==> src/rtl/serial_adder_controller.sv <==
// Bit-serial adder: one full-adder cell reused for WIDTH clocks, LSB first,
// behind a start/busy/done handshake.
module serial_adder_controller #(
    parameter int WIDTH = 8
) (
    input  logic             clk,
    input  logic             rst,
    input  logic             start,
    input  logic [WIDTH-1:0] A,
    input  logic [WIDTH-1:0] B,
    input  logic             Cin,
    output logic             busy,
    output logic             done,
    output logic [WIDTH-1:0] S,
    output logic             Cout
);

    localparam int CW = $clog2(WIDTH + 1);
    localparam logic [CW-1:0] LAST = CW'(WIDTH - 1);

    typedef enum logic [1:0] {
        IDLE = 2'd0,
        RUN  = 2'd1,
        DONE = 2'd2
    } state_t;

    state_t state, state_nxt;

    logic [WIDTH-1:0] opa, opb, sum, sum_nxt;
    logic             carry;
    logic [CW-1:0]    cnt;
    logic             fa_s, fa_cout;

    // Shared full-adder cell
    assign fa_s    = opa[0] ^ opb[0] ^ carry;
    assign fa_cout = (opa[0] & opb[0]) | (carry & (opa[0] ^ opb[0]));

    generate
        if (WIDTH == 1) begin : g_w1
            assign sum_nxt = fa_s;
        end else begin : g_wn
            assign sum_nxt = {fa_s, sum[WIDTH-1:1]};
        end
    endgenerate

    always_ff @(posedge clk or posedge rst) begin
        if (rst) state <= IDLE;
        else     state <= state_nxt;
    end

    always_comb begin
        state_nxt = state;
        unique case (state)
            IDLE:    if (start) state_nxt = RUN;
            RUN:     if (cnt == LAST) state_nxt = DONE;
            DONE:    state_nxt = IDLE;
            default: state_nxt = IDLE;
        endcase
    end

    always_ff @(posedge clk or posedge rst) begin
        if (rst) begin
            opa   <= '0;
            opb   <= '0;
            sum   <= '0;
            carry <= 1'b0;
            cnt   <= '0;
            S     <= '0;
            Cout  <= 1'b0;
        end else if (state == IDLE) begin
            if (start) begin
                opa   <= A;
                opb   <= B;
                carry <= Cin;
                cnt   <= '0;
            end
        end else if (state == RUN) begin
            sum   <= sum_nxt;
            carry <= fa_cout;
            opa   <= opa >> 1;
            opb   <= opb >> 1;
            cnt   <= cnt + CW'(1);
            // Result registers only move on the final bit
            if (cnt == LAST) begin
                S    <= sum_nxt;
                Cout <= fa_cout;
            end
        end
    end

    assign busy = (state != IDLE);
    assign done = (state == DONE);

endmodule

==> config.mk <==
export PLATFORM = sky130hd
export DESIGN_NAME = serial_adder_controller
export DESIGN_NICKNAME = d
export VERILOG_FILES = /design/src/rtl/serial_adder_controller.sv
export SDC_FILE = /design/constraint.sdc
export NUM_CORES = 1
export LEC_CHECK = 0
export CORE_ASPECT_RATIO = 1.5
export CORE_UTILIZATION = 51
export DETAILED_ROUTE_END_ITERATION = 10
export GPL_TIMING_DRIVEN = 0
export HOLD_SLACK_MARGIN = 0.12
export MAX_ROUTING_LAYER = met4
export PLACE_DENSITY_LB_ADDON = 0.1
export SYNTH_ARGS = -nofsm -noshare
export SYNTH_HDL_FRONTEND = slang
export SYNTH_SLANG_ARGS = --single-unit
==> constraint.sdc <==
create_clock -name clk -period 1.8 [get_ports clk]
set_clock_uncertainty 0.15 [all_clocks]
set_input_delay 0.36 -clock clk [delete_from_list [all_inputs] [get_ports clk]]
set_output_delay 0.36 -clock clk [all_outputs]
set_load 0.05 [all_outputs]
Yosys cells after proc, flatten, opt, wreduce, memory -nomap -nowiden
Cells that the tools add are included.
{"block": "op_classes", "addsub": 1, "eq_ne": 5, "n_mux": 15, "bitwise_logic": 6, "n_reduce_logical": 7}
{"operator": "two-way mux 8 bit", "n": 6}
{"operator": "two-way mux 4 bit", "n": 3}
{"operator": "AND reduction 2 bit", "n": 3}
{"operator": "adder 4 x 1 -> 4 bit, second input constant", "n": 1}
{"operator": "equality test 4 x 3 -> 1 bit, second input constant", "n": 1}
{"operator": "two-way mux 2 bit", "n": 2}
{"operator": "inequality test 2 bit, second input constant", "n": 2}
{"operator": "one-hot mux 2 bit (2 select lines)", "n": 1}
{"operator": "nonzero test 2 bit", "n": 2}
{"operator": "two-way mux 1 bit", "n": 3}
{"operator": "AND reduction 3 bit", "n": 1}
{"operator": "AND 1 bit", "n": 2}
{"operator": "equality test 2 x 1 -> 1 bit, second input constant", "n": 1}
{"operator": "equality test 2 bit, second input constant", "n": 1}
{"operator": "zero test 2 bit", "n": 1}
{"operator": "bitwise XOR 1 bit", "n": 2}
{"operator": "inverter 1 bit", "n": 1}
{"operator": "bitwise OR 1 bit", "n": 1}
{"block": "totals", "regBits": 40, "in_bits": 20, "out_inout_bits": 11, "word_cells": 42}

Longest topological paths before layout
Gate-level depths: netlist (run 1).
{"block": "logic_depth", "word_depth": 5, "mapped_depth": 5, "mapped_depth_nobuf": 4}

Worst setup path before layout (run 1)
No wires, ideal clock.
{"block": "synth_path", "path_kind": "register to output", "startpoint": "reg state[1]", "endpoint": "out done", "t_arrival_ns": 1.613, "required_time_ns": 1.290, "path_slack_ns": -0.323, "stages_incl_launch_ff": 4, "n_path_buf": 2, "cell_sequence": "dfrtp_1 clkbuf_1 clkbuf_1 nor2b_1"}
{"block": "synth_between", "elab_chain_cells": 1}
{"item": "start, declared", "line": "27", "rtl": "state_t state, state_nxt;"}
{"item": "start signal, assigned", "line": "48", "rtl": "else state <= state_nxt;"}
{"item": "equality test 2 bit", "line": "92", "rtl": "assign done = (state == DONE);"}
{"item": "end, declared", "line": "13", "rtl": "output logic done,"}
Every way passes these cells.

Worst setup path after layout (run 1)
{"block": "layout_path", "startpoint": "reg state[1]", "endpoint": "out busy"}
{"block": "layout_between", "elab_chain_cells": 1}
{"item": "nonzero test 2 bit", "line": "91", "rtl": "assign busy = (state != IDLE);"}
{"item": "end, declared", "line": "12", "rtl": "output logic busy,"}
Every way passes these cells.

==> impl_metrics.json, run 1 <==
{
  "status": "complete, no violations",
  "worstRegToRegCells": 6,
  "reg2reg_slack_ps": 40,
  "p_per_area_nw_per_um2": 1750,
  "dp.cells": 231,
  "synthCells": 161,
  "die_h_um": 73.3,
  "synth_edf_count": 0,
  "hold_end": "sum[1]$_DFFE_PP0P_",
  "start_kind": "flop",
  "grt_pass1_vias": 1399,
  "numCtsBuffers": 5,
  "holdWs_ps": 334,
  "drc": 0,
  "critical_path_class": "reg2out",
  "muxShareOfSynthArea": 0.0644,
  "fin_crit_ps": 1780,
  "post_drt_wl_per_cell_um": 15.2,
  "htreeDepth": 2,
  "antenna_found_initial": 0,
  "grt_pass1_wl_um": 6130,
  "ys_types": 25,
  "r2r_start": "state[1]$_DFFE_PP0P_",
  "drtPass1Iterations": 4,
  "synth_most_common_cell": "dfrtp_1",
  "crit_top_cell": "buf_8",
  "yosys_most_used_dff": "dfrtp_1",
  "crit_family": "buffers and inverters",
  "grtUsageMet1": 0.248,
  "via_count": 1414,
  "rsz0062_at_grt": "true",
  "synth_top_family_by_area": "simple AND/OR/NAND/NOR gates",
  "synthAdderAreaFrac": 0.0188,
  "syn-cell-area_um2": 1730,
  "cts_max_path_buffers": 2,
  "postRouteWirelength_um": 3830,
  "grt-ovfl-total": 0,
  "cp_slowest_stage_delay_ps": 430,
  "synth_seq_cells": 39,
  "worst_pin_slew_ps": 793,
  "final_max_slew_viol_count": 0,
  "synthXorXnorAreaFrac": 0,
  "grt_util_met3": 0.0455,
  "rows": 25,
  "die_area_um2": 3630,
  "antenna_cells": 0,
  "relSlewSlack": 0.470,
  "worstSkewPairLatency_ps": 290,
  "clockRootBuffer": "clkbuf_8",
  "syn_nets": 183,
  "worst-path-max-fanout": 6,
  "initial_core_util": 0.542,
  "finalSetupViolations": 0,
  "ios": 31,
  "async_flop_share": 1.00,
  "hold_violations": 0,
  "io_buffer_count": 30,
  "holdCritPathClass": "reg2reg",
  "r2r_end": "S[1]$_DFFE_PP0P_",
  "fmax_ghz": 0.562,
  "yosysWarningCount": 0,
  "drive_above_1_share": 0.226,
  "grtUsageTotal": 0.235,
  "avgSynthCellArea_um2": 10.7,
  "grt.busiest_layer": "met2",
  "hold-path-cell-count": 2,
  "path_buf_inv": 4,
  "cp_data_arrival_time_ps": 1270,
  "gp_congestion": 0.804,
  "hold_buffers": 0,
  "cts_tree": "yes",
  "via_per_inst": 5.61,
  "finalNonFillerCells": 252,
  "coreArea_um2": 3190,
  "design.final.nets": 233,
  "grt_max_degree": 40,
  "syn2layout_area_growth_pct": 38.2,
  "worstHoldStart": "sum[1]$_DFFE_PP0P_",
  "dpl.hpwl_um": 2520,
  "first_iter_violations": 58,
  "min_period_over_period": 0.988,
  "critPathSlowestCell": "dfrtp_1",
  "synth_compound_area_frac": 0.160,
  "yosysSeqAreaShare": 0.565,
  "ant_nets": 0,
  "synth_simple_gate_area_share": 0.161,
  "post-route-util": 0.749,
  "vdd_drop_max_uv": 986,
  "synth_area_leader_cell": "dfrtp_1",
  "cap_viol_max_count": 0,
  "path_cells": "buf_8 -> buf_12 -> nor2_4 -> inv_2 -> buf_8",
  "die_x_um": 49.5,
  "clk_pin_slew_ps": 70,
  "crit_start": "state[1]$_DFFE_PP0P_",
  "clock-sinks": 39,
  "synth_common_cells": "dfrtp_1 (39), nand2_1 (32), o21ai_0 (16), a21oi_1 (12)",
  "end_kind": "output pin",
  "synth_top_area_frac": 0.565,
  "cp_data_required_time_ps": 1290,
  "power_leakage_nw": 1.12,
  "grtUsageMet2": 0.404,
  "yosys-top-cells-area": "dfrtp_1 (56%), nand2_1 (7.0%), mux2_2 (5.9%)"
}
[stage by stage]
| stage | area (µm²) | setup WS (ps) | power [mW] | setup TNS, ps |
|---|---|---|---|---|
| 4_1_cts | 2290 | -83.0 | 4.02 | -83.0 |
| 6_report | 2390 | 21.9 | 4.18 | 0 |
| 3_3_place_gp | 2090 | -787 | 3.08 | -20520 |
| 2_1_floorplan | 1740 | 59.0 | 2.66 | 0 |
| 3_5_place_dp | 2090 | -855 | 3.17 | -7080 |
| 5_1_grt | 2390 | -33.1 | 4.43 | -59.3 |
[state kept, by name (all words and copies together), names as in the netlist]
name   flops
S          8
opa        8
opb        8
sum        7
cnt        4
state      2
Cout       1
carry      1
[layout make-up]
class,count,area [µm²]
fillers,232,802
inverters,2,7.51
well taps,40,50.0
repair buffers,43,422
plain buffers,9,96.3
clock inverters,2,35.0
multi-input cells,111,719
clock buffers,6,82.6
flip-flops and latches,39,976
[worst register-to-register path, delay by kind of cell, from the launching register on]
family                 cells  cell delay [ps]
buffers and inverters      3              450
and+or+nand+nor            2              290
muxes                      1              320
DFF                        1              430
[layout by cell type, fill, tap and decap left out, types with 2 or more instances in the layout]
cell type,n
a21oi_1,12
a22o_1,2
a22oi_1,11
a32o_1,2
and3b_1,4
buf_12,2
buf_4,11
buf_6,2
buf_8,4
clkbuf_2,2
clkbuf_8,6
clkdlybuf4s50_1,19
dfrtp_1,39
dlygate4sd2_1,9
inv_2,2
mux2_2,9
nand2_1,32
nand3_1,2
nor2b_1,9
o21ai_0,16
[cell families after synthesis]
logic type / Yosys count
simple gates: 54
compound gates: 45
flops: 39
buf+inv: 11
mux: 10
fa+ha+maj: 2
[report_power, final]
part           switching [mW]  leakage [nW]  internal, mW  total, mW
Clock                   0.297        0.0612         0.448      0.745
Sequential              0.246         0.506          1.23       1.48
Combinational            1.07         0.558         0.882       1.96
[metal layers]
metal | vias up | part of all wire
li1 | 663 | -
met1 | 707 | 0.37
met2 | 38 | 0.57
met3 | 6 | 0.040
met4 | 0 | 0.017
met5 | - | 0
[worst max path at each step]
stage / depth (start not counted) / end / slack [ps]
global placement: 4 / done / -790
floorplan: 3 / done / 60
detailed placement: 4 / done / -850
finish: 5 / busy / 20
global route: 5 / busy / -30
CTS: 4 / done / -80
[repair_timing]
| action | 4_1_cts | 5_1_grt |
|---|---|---|
| pin swaps | 2 | 1 |
| buffers inserted | 3 | 10 |
| gates resized for setup | 37 | 10 |
| hold endpoints to repair | 0 | 0 |
| setup endpoints to repair | 30 | 17 |
No activity file was read; power rests on OpenSTA's default activity.
==> run 2, diff against run 1 <==
--- a/config.mk
+++ b/config.mk
@@ -11,7 +11,7 @@
 export GPL_TIMING_DRIVEN = 0
 export HOLD_SLACK_MARGIN = 0.12
 export MAX_ROUTING_LAYER = met4
-export PLACE_DENSITY_LB_ADDON = 0.1
+export PLACE_DENSITY = 0.84
 export SYNTH_ARGS = -nofsm -noshare
 export SYNTH_HDL_FRONTEND = slang
 export SYNTH_SLANG_ARGS = --single-unit
==> constraint.sdc (replaced) <==
create_clock -name clk -period 1.7 [get_ports clk]
set_clock_uncertainty 0.15 [all_clocks]
set_input_delay 0.34 -clock clk [delete_from_list [all_inputs] [get_ports clk]]
set_output_delay 0.34 -clock clk [all_outputs]
set_load 0.05 [all_outputs]
==> run 2 against run 1 <==
Net effect:
- highest routed layer unchanged
- sequential power grew 7%
- wire length grew 8.4%
- non-clock buffer count is the same
- clock power grew 3.8%
- the run now ends with setup timing left
- sequential share of layout area shrank 1.2 points
- largest power group unchanged
- register-to-register slack lost 30 ps
- via count grew 0.71%
==> impl_metrics.json, run 2 (synthesized netlist as in run 1, its figures left out) <==
{
  "worstSkewPairLatency_ps": 300,
  "io_buffer_count": 30,
  "clock-sinks": 39,
  "coreArea_um2": 3190,
  "grt-ovfl-total": 0,
  "layout_common_cells": "dfrtp_1 (39), nand2_1 (31), clkdlybuf4s50_1 (19)",
  "status": "complete, but fails checks",
  "antenna_cells": 0,
  "min_period_over_period": 1.05,
  "postRouteWirelength_um": 4150,
  "via_per_inst": 5.65,
  "drive_above_1_share": 0.226,
  "gp_congestion": 0.785,
  "grt_pass1_vias": 1360,
  "cp_data_required_time_ps": 1210,
  "clk_pin_slew_ps": 80,
  "fmax_ghz": 0.562,
  "total_power_mw": 4.58,
  "mostFrequentLayoutCell": "dfrtp_1",
  "die_x_um": 49.5,
  "critical_path_class": "reg2out",
  "holdCritPathClass": "in2async",
  "fin_crit_ps": 1780,
  "power_leakage_nw": 1.15,
  "finalSetupViolations": 2,
  "cp_data_arrival_time_ps": 1290,
  "die_area_um2": 3630,
  "clockRootBuffer": "clkbuf_8",
  "final_max_slew_viol_count": 0,
  "vdd_drop_max_uv": 1510,
  "placed_area_um2": 2110,
  "grtUsageTotal": 0.240,
  "rsz0062_at_grt": "true",
  "grt_max_degree": 26,
  "finalNonFillerCells": 252,
  "start_kind": "flop",
  "antenna_found_initial": 0,
  "top_regs": "S (8), opa (8), opb (8)",
  "cap_viol_max_count": 0,
  "drtPass1Iterations": 4,
  "cts_tree": "yes",
  "worst_slack_ps": -80.1,
  "hold_violations": 0,
  "end_kind": "output pin",
  "cts_max_path_buffers": 2,
  "violations": "setup timing",
  "ios": 31,
  "post-route-cell-area_um2": 2460,
  "via_count": 1424,
  "numCtsBuffers": 5,
  "p_per_area_nw_per_um2": 1860,
  "drc": 0,
  "worst-path-max-fanout": 10,
  "syn2layout_area_growth_pct": 42.4,
  "grt_pass1_wl_um": 6200,
  "design.final.nets": 233,
  "first_iter_violations": 44,
  "initial_core_util": 0.542,
  "rows": 25,
  "die_h_um": 73.3,
  "post_drt_wl_per_cell_um": 16.5,
  "relSlewSlack": 0.563,
  "ant_nets": 0,
  "worst_pin_slew_ps": 655,
  "htreeDepth": 2,
  "dp.cells": 232,
  "dpl.hpwl_um": 2640
}
==> run 2: final cells by class <==
type | instances | area, µm²
buffer | 8 | 85.1
clock buffer | 5 | 68.8
clock inverter | 3 | 43.8
fill | 211 | 731
inverter | 2 | 7.51
multi-input combinational | 111 | 756
sequential | 39 | 976
tap | 40 | 50.0
timing repair buffer | 44 | 473
==> run 2: final timing paths <==
kind	end	start	cells past startpoint	slack, ps
worst max-delay path	done	state[1]$_DFFE_PP0P_	4	-80
worst min-delay path	S[4]$_DFFE_PP0P_	rst	2	280
worst max register to register	S[7]$_DFFE_PP0P_	cnt[1]$_DFFE_PP0P_	5	10
worst min register to register	opa[7]$_DFFE_PP0P_	opa[7]$_DFFE_PP0P_	1	350
max in group asynchronous	sum[2]$_DFFE_PP0P_	rst	3	580
min in group clk	opa[7]$_DFFE_PP0P_	opa[7]$_DFFE_PP0P_	1	350
==> run 2: routing by layer <==
metal,wire length (µm),global-route usage,vias up
li1,-,-,664
met1,1660,0.273,699
met2,2220,0.392,51
met3,160,0.0518,10
met4,101,0.130,0
met5,0,-,-
==> run 2: through the flow <==
step	hold slack [ps]	utilization	worst slack [ps]	TNS [ps]
after floorplan	290	-	-7.65	-7.65
after global placement	306	0.654	-722	-23550
after detailed placement	335	0.663	-739	-8940
after CTS	293	0.719	-142	-239
after global routing	328	0.771	-137	-1240
final	276	0.771	-80.1	-159
==> run 2: timing repair <==
action,in CTS,in global routing
hold buffers,0,0
endpoints found under the hold margin,0,0
resized for setup,38,20
setup endpoints to repair,30,28
buffers inserted,1,11
pin swaps,1,3
cloned,0,1
==> run 2: critical path, cell delays in order, from the launching register on <==
cell and delay (ps):
dfrtp_1 420, buf_8 140, buf_8 120, nor2b_4 160, buf_8 150
==> run 2: power by group <==
part           internal [mW]  switching (mW)
sequential              1.30           0.293
clock                  0.437           0.336
combinational           1.01            1.20
total                   2.75            1.83
